**src/rtl/srec_arb_pkg.sv**
```systemverilog
// Shared types and widths for the SREC loader / CPU memory arbiter.
// Optional loader-vs-CPU fairness is enabled by defining SREC_ARB_FAIRNESS_EN.
package srec_arb_pkg;

   localparam int unsigned WORD_W = 32;
   localparam int unsigned BYTE_W = 8;
   localparam int unsigned LANES  = WORD_W / BYTE_W;

   typedef enum logic [1:0] {
      IDLE = 2'd0,
      LOAD = 2'd1,
      CPU  = 2'd2
   } arb_state_t;

   typedef struct packed {
      logic [WORD_W-1:0] address;
      logic [BYTE_W-1:0] data;
   } fifo_entry_t;

   // One-hot byte lane for a byte offset within a word.
   function automatic logic [LANES-1:0] lane_mask(input logic [1:0] offset);
      return LANES'(1) << offset;
   endfunction

endpackage

```
**src/rtl/srec_byte_fifo.sv**
```systemverilog
// Synchronous FIFO of loader {address, byte} entries with show-ahead head output.
// Pointers carry one extra wrap bit to distinguish full from empty.
module srec_byte_fifo
   import srec_arb_pkg::*;
#(
   parameter int unsigned FIFO_DEPTH = 8
) (
   input  logic        clock,
   input  logic        reset_n,
   input  logic        push,
   input  logic        pop,
   input  fifo_entry_t wr_entry,
   output fifo_entry_t head,
   output logic        full,
   output logic        empty
);

   localparam int unsigned AW = $clog2(FIFO_DEPTH);
   localparam logic [AW:0] PTR_ONE = {{AW{1'b0}}, 1'b1};

   logic [AW:0] wr_ptr;
   logic [AW:0] rd_ptr;
   fifo_entry_t storage [FIFO_DEPTH];

   always_ff @(posedge clock or negedge reset_n) begin
      if (!reset_n) begin
         wr_ptr <= '0;
         rd_ptr <= '0;
      end else begin
         if (push) wr_ptr <= wr_ptr + PTR_ONE;
         if (pop)  rd_ptr <= rd_ptr + PTR_ONE;
      end
   end

   // Storage is not reset; the pointers alone define validity.
   always_ff @(posedge clock) begin
      if (push) storage[wr_ptr[AW-1:0]] <= wr_entry;
   end

   assign empty = (wr_ptr == rd_ptr);
   assign full  = (wr_ptr[AW] != rd_ptr[AW]) && (wr_ptr[AW-1:0] == rd_ptr[AW-1:0]);
   assign head  = storage[rd_ptr[AW-1:0]];

endmodule

```
**src/rtl/srec_mem_arbiter.sv**
```systemverilog
// Merges the SREC loader byte stream and CPU accesses onto one 32-bit memory write port.
// Define SREC_ARB_FAIRNESS_EN to bound consecutive loader grants while the CPU waits.
module srec_mem_arbiter
   import srec_arb_pkg::*;
#(
   parameter int unsigned FIFO_DEPTH   = 8,
   parameter int unsigned IDLE_TIMEOUT = 50000,
   parameter int unsigned FAIR_BURST   = 4
) (
   input  logic              clock,
   input  logic              reset_n,
   input  logic [WORD_W-1:0] ld_address,
   input  logic [BYTE_W-1:0] ld_byte,
   input  logic              ld_write,
   input  logic              ld_error,
   input  logic              cpu_req,
   input  logic              cpu_we,
   input  logic [WORD_W-1:0] cpu_address,
   input  logic [WORD_W-1:0] cpu_wdata,
   input  logic [LANES-1:0]  cpu_be,
   output logic              cpu_ack,
   output logic              mem_req,
   output logic              mem_we,
   output logic [WORD_W-1:0] mem_address,
   output logic [WORD_W-1:0] mem_wdata,
   output logic [LANES-1:0]  mem_be,
   input  logic              mem_ready,
   output logic              cpu_hold,
   output logic              fifo_overflow
);

   localparam int unsigned IDLE_W = $clog2(IDLE_TIMEOUT + 1);
   localparam logic [IDLE_W-1:0] IDLE_MAX = IDLE_W'(IDLE_TIMEOUT);
   localparam logic [IDLE_W-1:0] IDLE_ONE = IDLE_W'(1);

   arb_state_t  state;
   fifo_entry_t ld_entry;
   fifo_entry_t head;
   logic        fifo_full;
   logic        fifo_empty;
   logic        fifo_push;
   logic        fifo_pop;
   logic        loader_wins;
   logic        cpu_pending;

   logic [IDLE_W-1:0] idle_cnt_q;
   logic [IDLE_W-1:0] idle_cnt_d;

   logic unused_addr_bits;
   assign unused_addr_bits = ^cpu_address[1:0];

   assign ld_entry = '{address: ld_address, data: ld_byte};

   // cpu_req is still high during the ack cycle; do not re-grant it then.
   assign cpu_pending = cpu_req && !cpu_ack;
   assign fifo_pop    = (state == IDLE) && loader_wins;
   assign fifo_push   = ld_write && (!fifo_full || fifo_pop);

   srec_byte_fifo #(
      .FIFO_DEPTH (FIFO_DEPTH)
   ) u_fifo (
      .clock    (clock),
      .reset_n  (reset_n),
      .push     (fifo_push),
      .pop      (fifo_pop),
      .wr_entry (ld_entry),
      .head     (head),
      .full     (fifo_full),
      .empty    (fifo_empty)
   );

`ifdef SREC_ARB_FAIRNESS_EN
   localparam int unsigned FAIR_W = $clog2(FAIR_BURST + 1);
   localparam logic [FAIR_W-1:0] FAIR_MAX = FAIR_W'(FAIR_BURST);
   localparam logic [FAIR_W-1:0] FAIR_ONE = FAIR_W'(1);

   logic [FAIR_W-1:0] fair_cnt;
   logic              fair_block;
   logic              cpu_grant;

   assign fair_block  = (fair_cnt >= FAIR_MAX) && cpu_pending;
   assign loader_wins = !fifo_empty && !fair_block;
   assign cpu_grant   = (state == IDLE) && !loader_wins && cpu_pending;

   always_ff @(posedge clock or negedge reset_n) begin
      if (!reset_n) begin
         fair_cnt <= '0;
      end else if (!cpu_req || cpu_grant) begin
         fair_cnt <= '0;
      end else if (fifo_pop && (fair_cnt != FAIR_MAX)) begin
         fair_cnt <= fair_cnt + FAIR_ONE;
      end
   end
`else
   logic unused_fair;
   assign unused_fair = ^FAIR_BURST;
   assign loader_wins = !fifo_empty;
`endif

   always_ff @(posedge clock or negedge reset_n) begin
      if (!reset_n) begin
         state       <= IDLE;
         mem_req     <= 1'b0;
         mem_we      <= 1'b0;
         mem_address <= '0;
         mem_wdata   <= '0;
         mem_be      <= '0;
         cpu_ack     <= 1'b0;
      end else begin
         cpu_ack <= 1'b0;
         case (state)
            IDLE: begin
               if (loader_wins) begin
                  state       <= LOAD;
                  mem_req     <= 1'b1;
                  mem_we      <= 1'b1;
                  mem_address <= {head.address[WORD_W-1:2], 2'b00};
                  mem_wdata   <= {LANES{head.data}};
                  mem_be      <= lane_mask(head.address[1:0]);
               end else if (cpu_pending) begin
                  state       <= CPU;
                  mem_req     <= 1'b1;
                  mem_we      <= cpu_we;
                  mem_address <= {cpu_address[WORD_W-1:2], 2'b00};
                  mem_wdata   <= cpu_wdata;
                  mem_be      <= cpu_be;
               end
            end
            LOAD: begin
               if (mem_ready) begin
                  state   <= IDLE;
                  mem_req <= 1'b0;
               end
            end
            CPU: begin
               if (mem_ready) begin
                  state   <= IDLE;
                  mem_req <= 1'b0;
                  cpu_ack <= 1'b1;
               end
            end
            default: begin
               state   <= IDLE;
               mem_req <= 1'b0;
            end
         endcase
      end
   end

   always_comb begin
      idle_cnt_d = idle_cnt_q;
      if (ld_write)                     idle_cnt_d = '0;
      else if (idle_cnt_q != IDLE_MAX)  idle_cnt_d = idle_cnt_q + IDLE_ONE;
   end

   // Hold drops only once the loader has been quiet long enough and all its bytes are written.
   always_ff @(posedge clock or negedge reset_n) begin
      if (!reset_n) begin
         idle_cnt_q    <= '0;
         cpu_hold      <= 1'b1;
         fifo_overflow <= 1'b0;
      end else begin
         idle_cnt_q <= idle_cnt_d;
         if (ld_write || ld_error) begin
            cpu_hold <= 1'b1;
         end else if ((idle_cnt_d == IDLE_MAX) && fifo_empty && (state != LOAD)) begin
            cpu_hold <= 1'b0;
         end
         if (ld_write && !fifo_push) fifo_overflow <= 1'b1;
      end
   end

endmodule

```
**config.mk**
```make
export PLATFORM = sky130hd
export DESIGN_NAME = srec_mem_arbiter
export DESIGN_NICKNAME = d
export VERILOG_FILES = /design/src/rtl/srec_arb_pkg.sv /design/src/rtl/srec_byte_fifo.sv /design/src/rtl/srec_mem_arbiter.sv
export SDC_FILE = /design/constraint.sdc
export NUM_CORES = 1
export LEC_CHECK = 0
export ABC_AREA = 1
export CAP_MARGIN = 20
export CELL_PAD_IN_SITES_DETAIL_PLACEMENT = 1
export CELL_PAD_IN_SITES_GLOBAL_PLACEMENT = 1
export CORE_AREA = 2 2 172 207
export CTS_BUF_LIST = sky130_fd_sc_hd__clkbuf_8
export DETAILED_ROUTE_END_ITERATION = 10
export DIE_AREA = 0 0 174 209
export PLACE_DENSITY = 0.95
export SYNTH_ARGS = -nofsm -noshare
export SYNTH_HDL_FRONTEND = slang
export SYNTH_SLANG_ARGS = --single-unit
```
**constraint.sdc**
```tcl
create_clock -name clock -period 7.3 [get_ports clock]
set_clock_uncertainty 0.1 [all_clocks]
set_input_delay 1.46 -clock clock [delete_from_list [all_inputs] [get_ports clock]]
set_output_delay 1.46 -clock clock [all_outputs]
set_load 0.005 [all_outputs]
```
After elaboration in Yosys (flattened, before gate mapping)
Memory sizes are Yosys's and may differ from the RTL's.
Cells that the tools add are included.
Widths: inputs -> output; s select.
{"block": "word_totals", "register_bits": 99, "latch_bits": 0, "ram_bits": 320, "mem_bits_ro": 0, "mem_count": 1}
{"block": "classes", "add_sub_neg": 3, "mul": 0, "div_mod_pow": 0, "n_lt_le_gt_ge": 0, "n_eq_ne": 11, "n_shift": 1, "n_mux": 24, "bitwise": 0, "n_reduce_logical": 18}
{"memory": "u_fifo.storage", "depth": 8, "word_bits": 40, "rd": 1, "rd_clocked_by_memory_dff": 0, "wr": 1, "line": "srec_byte_fifo.sv:23", "text": "fifo_entry_t storage [FIFO_DEPTH];"}
{"op": "$mux 32", "n": 4}
{"op": "$mux 16", "n": 2}
{"op": "$add 16x1->16 const B", "n": 1}
{"op": "$eq 16x16->1 const B", "n": 1}
{"op": "$ne 16x16->1 const B", "n": 1}
{"op": "$mux 1", "n": 11}
{"op": "$add 4x1->4 const B", "n": 2}
{"op": "$mux 4", "n": 2}
{"op": "$logic_and 1x1->1", "n": 7}
{"op": "$mux 2", "n": 3}
{"op": "$ne 2x1->1 const B", "n": 3}
{"op": "$eq 4x4->1", "n": 1}
{"op": "$logic_not 1->1", "n": 4}
{"op": "$pmux 2 s2", "n": 1}
{"op": "$reduce_and 2->1", "n": 2}
{"op": "$shl 1x2->4 const A", "n": 1}
{"op": "$eq 3x3->1", "n": 1}
{"op": "$ne 3x3->1 const B", "n": 1}
{"op": "$eq 2x1->1 const B", "n": 1}
{"op": "$eq 2x2->1 const B", "n": 1}
{"op": "$logic_not 2->1", "n": 1}
{"op": "$logic_or 1x1->1", "n": 2}
{"op": "$pmux 1 s2", "n": 1}
{"op": "$reduce_bool 2->1", "n": 1}
{"op": "other kinds (2)", "n": 2}

Logic depth before layout (Yosys ltp)
Gate-level depths: netlist of the first run.
{"block": "depth", "word_depth": 8, "ltp_mapped": 14}

Modules after synthesis
Synthesis of the first run repeated with hierarchy kept, for this count alone.
{"block": "unflattened", "hier_cells": 1989, "hier_area_um2": 18664.2}
{"mod": "srec_byte_fifo", "n_inst": 1, "cells_each": 1436, "area_each_um2": 14340.0}
{"mod": "srec_mem_arbiter", "n_inst": 1, "cells_each": 553, "area_each_um2": 4324.1}

Least setup slack after synthesis of the first run
OpenSTA, ideal clock, no wires.
{"block": "synth_timing", "path_type": "input to register", "startpoint": "input port ld_write", "endpoint": "memory u_fifo.storage[0][0] in the netlist's numbering, enable pin", "arrival_time_ps": 3535, "t_required_ps": 6763, "setup_slack_ps": 3228, "stages": 3, "path_buffers": 0, "cell_sequence": "nand2_1 > or2_2 > nor2_1"}
{"block": "synth_between", "elab_chain_cells": 3}
{"item": "start, declared", "line": "srec_mem_arbiter.sv:14", "text": "input logic ld_write,"}
{"item": "$logic_and 1x1->1", "line": "srec_mem_arbiter.sv:57", "text": "assign fifo_push = ld_write && (!fifo_full || fifo_pop);"}
{"item": "$mux 1", "line": "srec_byte_fifo.sv:37", "text": "if (push) storage[wr_ptr[AW-1:0]] <= wr_entry;"}
{"item": "$mux 1 (implied by the code)", "line": "srec_byte_fifo.sv:37"}
{"item": "end, declared", "line": "srec_byte_fifo.sv:23"}
Every way passes these cells.

Final worst setup path of the first run
{"block": "layout_timing", "startpoint": "register u_fifo.rd_ptr[1]", "endpoint": "register mem_address[29]"}
{"block": "layout_between", "elab_chain_cells": 3}
{"item": "start, declared", "line": "srec_byte_fifo.sv:22", "text": "logic [AW:0] rd_ptr;"}
{"item": "start signal, assigned", "line": "srec_byte_fifo.sv:31", "text": "if (pop) rd_ptr <= rd_ptr + PTR_ONE;"}
{"item": "$eq 4x4->1", "line": "srec_byte_fifo.sv:40", "text": "assign empty = (wr_ptr == rd_ptr);"}
{"item": "$ne 2x1->1 (no source line)"}
{"item": "$reduce_and 2->1 (no source line)"}
{"item": "end signal, assigned", "line": "srec_mem_arbiter.sv:117", "text": "mem_address <= {head.address[WORD_W-1:2], 2'b00};"}
{"item": "end signal, assigned", "line": "srec_mem_arbiter.sv:124", "text": "mem_address <= {cpu_address[WORD_W-1:2], 2'b00};"}
{"item": "end, declared", "line": "srec_mem_arbiter.sv:24", "text": "output logic [WORD_W-1:0] mem_address,"}
Several ways; a longest one is shown, not always the timed one.
A chain may end at the register's enable or synchronous reset.

==> results.sh, run 1 <==
export IMPL_outcome="finished, final reports clean"
export IMPL_firstDrtPassIters=5
export IMPL_yosys_register_bits=417
export IMPL_io_pins=188
export IMPL_cts_max_path_buffers=3
export IMPL_drv_slew=0
export IMPL_synth_ff_type="edfxtp_1"
export IMPL_setup_worst_path_class="register to register"
export IMPL_hold_viol_final=0
export IMPL_synth_cells=1461
export IMPL_grt_pass1_wl_um=79850
export IMPL_die_area_mm2=0.03637
export IMPL_required_ps=7680
export IMPL_avgSynthCellArea_um2=11.61
export IMPL_nets=1764
export IMPL_crit_slowest_cell="buf_4"
export IMPL_setup_viol=0
export IMPL_initial_core_util_pct=49.12
export IMPL_first_iter_violations=1309
export IMPL_power_mw=8.887
export IMPL_rows=75
export IMPL_cts_made_buffers=67
export IMPL_gp_congestion=0.8386
export IMPL_synthArstFlopShare_pct=23.26
export IMPL_yosysUniqueCellTypes=34
export IMPL_path_buf_inv=5
export IMPL_comb_power_share_pct=39.8
export IMPL_drv_cap=0
export IMPL_cts_tree="built"
export IMPL_p_seq_share_pct=38.2
export IMPL_finalWorstSetupSlack_ps=2976
export IMPL_arrival_ps=4700
export IMPL_r2r_start="u_fifo.rd_ptr[1]"
export IMPL_startpoint="u_fifo.rd_ptr[1]"
export IMPL_critPathMaxStageDelay_ps=720
export IMPL_clock_latency_ps=610
export IMPL_cp_common_cell="buf_4"
export IMPL_numPortBuffers=183
export IMPL_clkSinkCount=417
export IMPL_wire_per_inst_um=24.10
export IMPL_worstSetupStartpointType="register"
export IMPL_grt_use_total_pct=28.70
export IMPL_root_buffer="clkbuf_8"
export IMPL_die_h_um=209
export IMPL_crit_fanout=84
export IMPL_hpwl_um=30050
export IMPL_cts_max_level=3
export IMPL_grt_max_degree=100
export IMPL_crit_chain="buf_4 -> inv_2 -> buf_4 -> nor2_1 -> nor3_4 -> nand2_4 -> inv_4 -> buf_4 -> nor3_1 -> a21oi_1 -> o21ai_1"
export IMPL_yosysSeqAreaShare_pct=70.97
export IMPL_power_switching_mw=3.579
export IMPL_post_cts_buffers=0
export IMPL_antenna_found_initial=6
export IMPL_layout_common_cells="320 x edfxtp_1, 301 x nor2_1, 182 x clkdlybuf4s50_1"
export IMPL_n_fill_cell=3579
export IMPL_p_leak_nw=7.363
export IMPL_synth_edf_count=320
export IMPL_min_path_type="register to register"
export IMPL_synth_area_mm2=0.01696
export IMPL_post_cts_resized=0
export IMPL_place_ws_ps=2554
export IMPL_hold_buffers=0
export IMPL_power_density_mw_per_mm2=434.9
export IMPL_min_delay_start="cpu_hold"
export IMPL_fin_util_pct=59.17
export IMPL_p_clk_share_pct=22.0
export IMPL_detail_route_antenna_nets=0
export IMPL_fin_setup_tns_ps=0
export IMPL_core_mm2=0.03453
export IMPL_cpLargestDelayFamily="buffers and inverters"
export IMPL_endpoint_kind="register"
export IMPL_instances_no_fill=2163
export IMPL_numPlacedInstances=2034
export IMPL_layout_area_overhead_vs_synth_pct=20.47
export IMPL_grt_ovfl_total=0
export IMPL_clk_pin_slew_worst_paths_ps=60
export IMPL_num_vias=12780
export IMPL_rsz0062_at_grt="no"
export IMPL_drive_above_1_share_pct=7.896
export IMPL_irDropWorstVdd_mv=0.3118
export IMPL_die_w_um=174
export IMPL_synth_warnings=0
export IMPL_final_common_cell="edfxtp_1"
export IMPL_max_freq_ghz=0.2313
export IMPL_fin_crit_ps=4324
export IMPL_grt_pass1_vias=14090
export IMPL_p_int_mw=5.309
export IMPL_via_per_inst=5.909
export IMPL_worst_pin_slew_ps=978.8
export IMPL_p_sw_share_pct=40.27
export IMPL_period_share_pct=59.23
export IMPL_finalWirelength_um=52130
export IMPL_slew_headroom_pct=34.75
export IMPL_drc=0
## power groups by stage
stage	combinational (mW)	clock, mW	sequential, mW
floorplan	2.14	0	3.33
global placement	3.16	0	3.37
detailed placement	3.44	0	3.43
CTS	3.51	1.98	3.40
global route	3.87	2.07	3.44
finish	3.54	1.95	3.40
## metal layers
layer | share of wire (%) | wire, µm | global-route usage [%] | up-vias
met3 | 6.6 | 3420 | 5.640 | 129
li1 | - | - | - | 5584
met2 | 53 | 27650 | 51.63 | 617
met5 | 0.054 | 28 | 0 | -
met1 | 37 | 19420 | 33.29 | 6447
met4 | 3.1 | 1613 | 12.58 | 4
## registers in the layout, summed over array words and instances (netlist names)
name / flops
mem_be: 4
mem_address: 30
mem_we: 1
u_fifo.storage: 320
mem_wdata: 32
u_fifo.wr_ptr: 4
idle_cnt_q: 16
mem_req: 1
state: 2
fifo_overflow: 1
cpu_hold: 1
u_fifo.rd_ptr: 4
cpu_ack: 1
## through the flow
step | instance area (µm²) | hold WS [ps]
6_report | 20430 | 376.3
4_1_cts | 20400 | 381.7
3_5_place_dp | 19110 | 370.1
3_3_place_gp | 19110 | 351.8
5_1_grt | 20430 | 401.9
2_1_floorplan | 16970 | 351.8
## cells by family after synthesis
group	after synthesis	synth area share, %
AND/OR/NAND/NOR	493	11.71
flip-flops	417	70.97
AO/OA/AOI/OAI	393	12.47
buffers and inverters	141	3.850
XOR/XNOR	9	0.4647
adder cells (fa/ha/maj)	7	0.5163
other	1	0.02211
## cell usage after synthesis, types with 2 or more instances
master / instances / share of area [%]
dfrtp_1: 96 / 14
o21ai_0: 171 / 5.0
inv_4: 3 / 0.11
buf_6: 3 / 0.20
o221ai_1: 8 / 0.41
nand2_1: 107 / 2.4
edfxtp_1: 320 / 57
buf_4: 15 / 0.66
a21oi_1: 103 / 3.0
nand4_1: 8 / 0.30
buf_2: 28 / 0.83
nand2_4: 2 / 0.13
nor3_1: 33 / 0.97
o21ai_1: 28 / 0.83
clkbuf_1: 39 / 0.86
clkbuf_2: 2 / 0.059
o22ai_1: 72 / 2.7
ha_1: 7 / 0.52
nor2_1: 309 / 6.8
o211ai_1: 8 / 0.35
nor2_2: 3 / 0.11
inv_1: 48 / 1.1
nand3_1: 29 / 0.86
buf_1: 2 / 0.044
xor2_1: 8 / 0.41
## worst min-delay path: stages, from the launching register on
cell and delay (ps):
dfstp_2 370, nand2_1 60, nand2_1 50
## area by class of cell
| class | instances | area, µm² | share of cell area, % |
|---|---|---|---|
| multi-input combinational | 904 | 4335 | 21.22 |
| tap | 462 | 578.1 | 2.829 |
| antenna | 4 | 10.01 | 0.04898 |
| sequential | 417 | 12040 | 58.93 |
| clock inverter | 51 | 284.0 | 1.390 |
| inverter | 52 | 202.7 | 0.9919 |
| clock buffer | 73 | 1005 | 4.917 |
| timing repair buffer | 200 | 1977 | 9.674 |
## path summary, 6_finish.rpt
| check | to | cells past startpoint | slack (ps) |
|---|---|---|---|
| worst max-delay path | mem_address[29] | 11 | 2980 |
| worst min-delay path | cpu_hold | 2 | 380 |
| worst max register to register | mem_address[29] | 11 | 2980 |
| worst min register to register | cpu_hold | 2 | 380 |
| max in group asynchronous | u_fifo.rd_ptr[0] | 2 | 5040 |
| min in group asynchronous | mem_wdata[11] | 1 | 730 |
Power figures use the tool's default switching activity.
==> run 2: changes to the inputs <==
--- a/config.mk
+++ b/config.mk
@@ -9,11 +9,11 @@
 export CAP_MARGIN = 20
 export CELL_PAD_IN_SITES_DETAIL_PLACEMENT = 1
 export CELL_PAD_IN_SITES_GLOBAL_PLACEMENT = 1
-export CORE_AREA = 2 2 172 207
+export CORE_AREA = 2 2 177 214
 export CTS_BUF_LIST = sky130_fd_sc_hd__clkbuf_8
 export DETAILED_ROUTE_END_ITERATION = 10
-export DIE_AREA = 0 0 174 209
-export PLACE_DENSITY = 0.95
+export DIE_AREA = 0 0 179 216
+export PLACE_DENSITY = 0.9
 export SYNTH_ARGS = -nofsm -noshare
 export SYNTH_HDL_FRONTEND = slang
 export SYNTH_SLANG_ARGS = --single-unit
==> constraint.sdc (replaced) <==
create_clock -name clock -period 4.2 [get_ports clock]
set_clock_uncertainty 0.1 [all_clocks]
set_input_delay 0.84 -clock clock [delete_from_list [all_inputs] [get_ports clock]]
set_output_delay 0.84 -clock clock [all_outputs]
set_load 0.005 [all_outputs]
==> run 2 against run 1 <==
  * Hold slack got worse by 240 ps
  * Clock power increased by 66%
  * Utilization decreased by 3.2 points
  * Cell area about the same
  * Sequential share of layout area decreased by 0.051 points
  * Fmax increased by 40%
  * Total power increased by 70%
  * Sequential cell count unchanged
  * First-iteration DRC count decreased by 39%
  * Non-clock buffer count increased by 8
==> results.sh, run 2 (synthesized netlist as in run 1, its figures left out) <==
export IMPL_outcome="finished, final reports clean"
export IMPL_crit_end="mem_wdata[20]"
export IMPL_grt_pass1_vias=13670
export IMPL_path_buf_inv=2
export IMPL_num_vias=12400
export IMPL_fin_util_pct=56.02
export IMPL_reg2reg_setup_slack_ps=1100
export IMPL_post_cts_resized=0
export IMPL_core_mm2=0.03651
export IMPL_drv_slew=0
export IMPL_reg2reg_to="mem_wdata[20]"
export IMPL_die_h_um=216
export IMPL_setup_worst_path_class="register to register"
export IMPL_drv_cap=0
export IMPL_setup_viol=0
export IMPL_firstDrtPassIters=6
export IMPL_grt_use_total_pct=25.15
export IMPL_irDropWorstVdd_mv=0.3732
export IMPL_crit_fanout=45
export IMPL_max_freq_ghz=0.3229
export IMPL_period_share_pct=73.73
export IMPL_nets=1766
export IMPL_cpLargestDelayFamily="simple AND/OR/NAND/NOR gates"
export IMPL_clkSinkCount=417
export IMPL_drive_above_1_share_pct=8.019
export IMPL_cts_max_level=2
export IMPL_grt_max_degree=122
export IMPL_post_cts_buffers=0
export IMPL_clk_pin_slew_worst_paths_ps=60
export IMPL_r2r_start="u_fifo.rd_ptr[0]"
export IMPL_p_leak_nw=7.385
export IMPL_numPortBuffers=183
export IMPL_cts_tree="built"
export IMPL_rsz0062_at_grt="no"
export IMPL_required_ps=4640
export IMPL_final_common_cell="edfxtp_1"
export IMPL_clock_latency_ps=630
export IMPL_via_per_inst=5.707
export IMPL_initial_core_util_pct=46.46
export IMPL_crit_cells=9
export IMPL_crit_chain="xor2_1 -> nor3_4 -> nand2_4 -> inv_4 -> o21ai_2 -> nand2_4 -> buf_4 -> a21oi_1 -> a21oi_1"
export IMPL_power_density_mw_per_mm2=739.5
export IMPL_largest_register_ff_count=320
export IMPL_ff2ff_path_depth=9
export IMPL_finalWorstSetupSlack_ps=1103
export IMPL_arrival_ps=3540
export IMPL_first_iter_violations=792
export IMPL_drc=0
export IMPL_fin_setup_tns_ps=0
export IMPL_wire_per_inst_um=22.19
export IMPL_io_pins=188
export IMPL_hpwl_um=29550
export IMPL_layout_area_overhead_vs_synth_pct=20.59
export IMPL_endpoint_kind="register"
export IMPL_rows=77
export IMPL_n_fill_cell=3819
export IMPL_critPathMaxStageDelay_ps=690
export IMPL_crit_slowest_cell="dfrtp_4"
export IMPL_hold_buffers=0
export IMPL_fin_crit_ps=3097
export IMPL_min_path_type="input port to async pin"
export IMPL_finalWirelength_um=48200
export IMPL_cts_made_buffers=61
export IMPL_worstSetupStartpointType="register"
export IMPL_worst_pin_slew_ps=946.2
export IMPL_gp_congestion=0.8441
export IMPL_place_ws_ps=752.4
export IMPL_layout_common_cells="320 x edfxtp_1, 301 x nor2_1, 182 x clkdlybuf4s50_1"
export IMPL_root_buffer="clkbuf_8"
export IMPL_grt_pass1_wl_um=74580
export IMPL_hold_viol_final=0
export IMPL_cts_max_path_buffers=3
export IMPL_antenna_found_initial=4
export IMPL_hold_slack_ps=139.1
export IMPL_die_w_um=179
export IMPL_slew_headroom_pct=36.92
export IMPL_startpoint="u_fifo.rd_ptr[0]"
export IMPL_detail_route_antenna_nets=0
export IMPL_die_area_mm2=0.03866
export IMPL_grt_ovfl_total=0
[run 2: cell count changes in the layout (fill, tap and decap cells not counted), moves of 2 or more]
cell | previous run | this run
buf_4 | 17 | 23
clkinvlp_4 | 6 | 1
clkbuf_8 | 73 | 69
buf_12 | 0 | 3
clkinv_2 | 10 | 12
diode_2 | 4 | 2
inv_1 | 67 | 65
[run 2: power breakdown]
part           leakage, nW  internal, mW  total [mW]  switching, mW
Clock                0.700          1.69        3.24           1.55
Combinational         2.62          2.09        6.03           3.94
Sequential            4.07          5.41        5.86          0.448
[run 2: how the worst min path moves through the flow]
| stage | startpoint | endpoint | slack (ps) | cells after the start |
|---|---|---|---|---|
| after floorplan | cpu_hold | cpu_hold | 350 | 2 |
| after global placement | cpu_hold | cpu_hold | 360 | 2 |
| after detailed placement | mem_req | mem_req | 370 | 2 |
| after CTS | reset_n | mem_wdata[17] | 130 | 1 |
| after global routing | reset_n | mem_wdata[17] | 150 | 1 |
| final | reset_n | mem_wdata[18] | 140 | 1 |
[run 2: area by class of cell]
type	instances	area, µm²	share of cell area, %
sequential	417	12040	58.88
clock buffer	69	949.7	4.643
clock inverter	46	270.3	1.321
inverter	52	202.7	0.9909
tap	474	593.1	2.899
antenna	2	5.005	0.02447
multi-input combinational	904	4335	21.20
timing repair buffer	208	2054	10.04
[run 2: routing by layer]
| layer | part of all wire, % | track usage (%) |
|---|---|---|
| met1 | 39 | 30.45 |
| met2 | 52 | 43.79 |
| met3 | 6.3 | 4.704 |
| met4 | 3.4 | 10.33 |
| met5 | 0.056 | 0 |
[run 2: through the flow]
stage / power [mW] / instances / area, µm²
6_report: 15.13 / 2172 / 20450
5_1_grt: 16.10 / 2172 / 20450
4_1_cts: 15.24 / 2170 / 20450
3_5_place_dp: 11.92 / 2055 / 19230
3_3_place_gp: 11.43 / 2055 / 19230
2_1_floorplan: 9.515 / 1462 / 16970
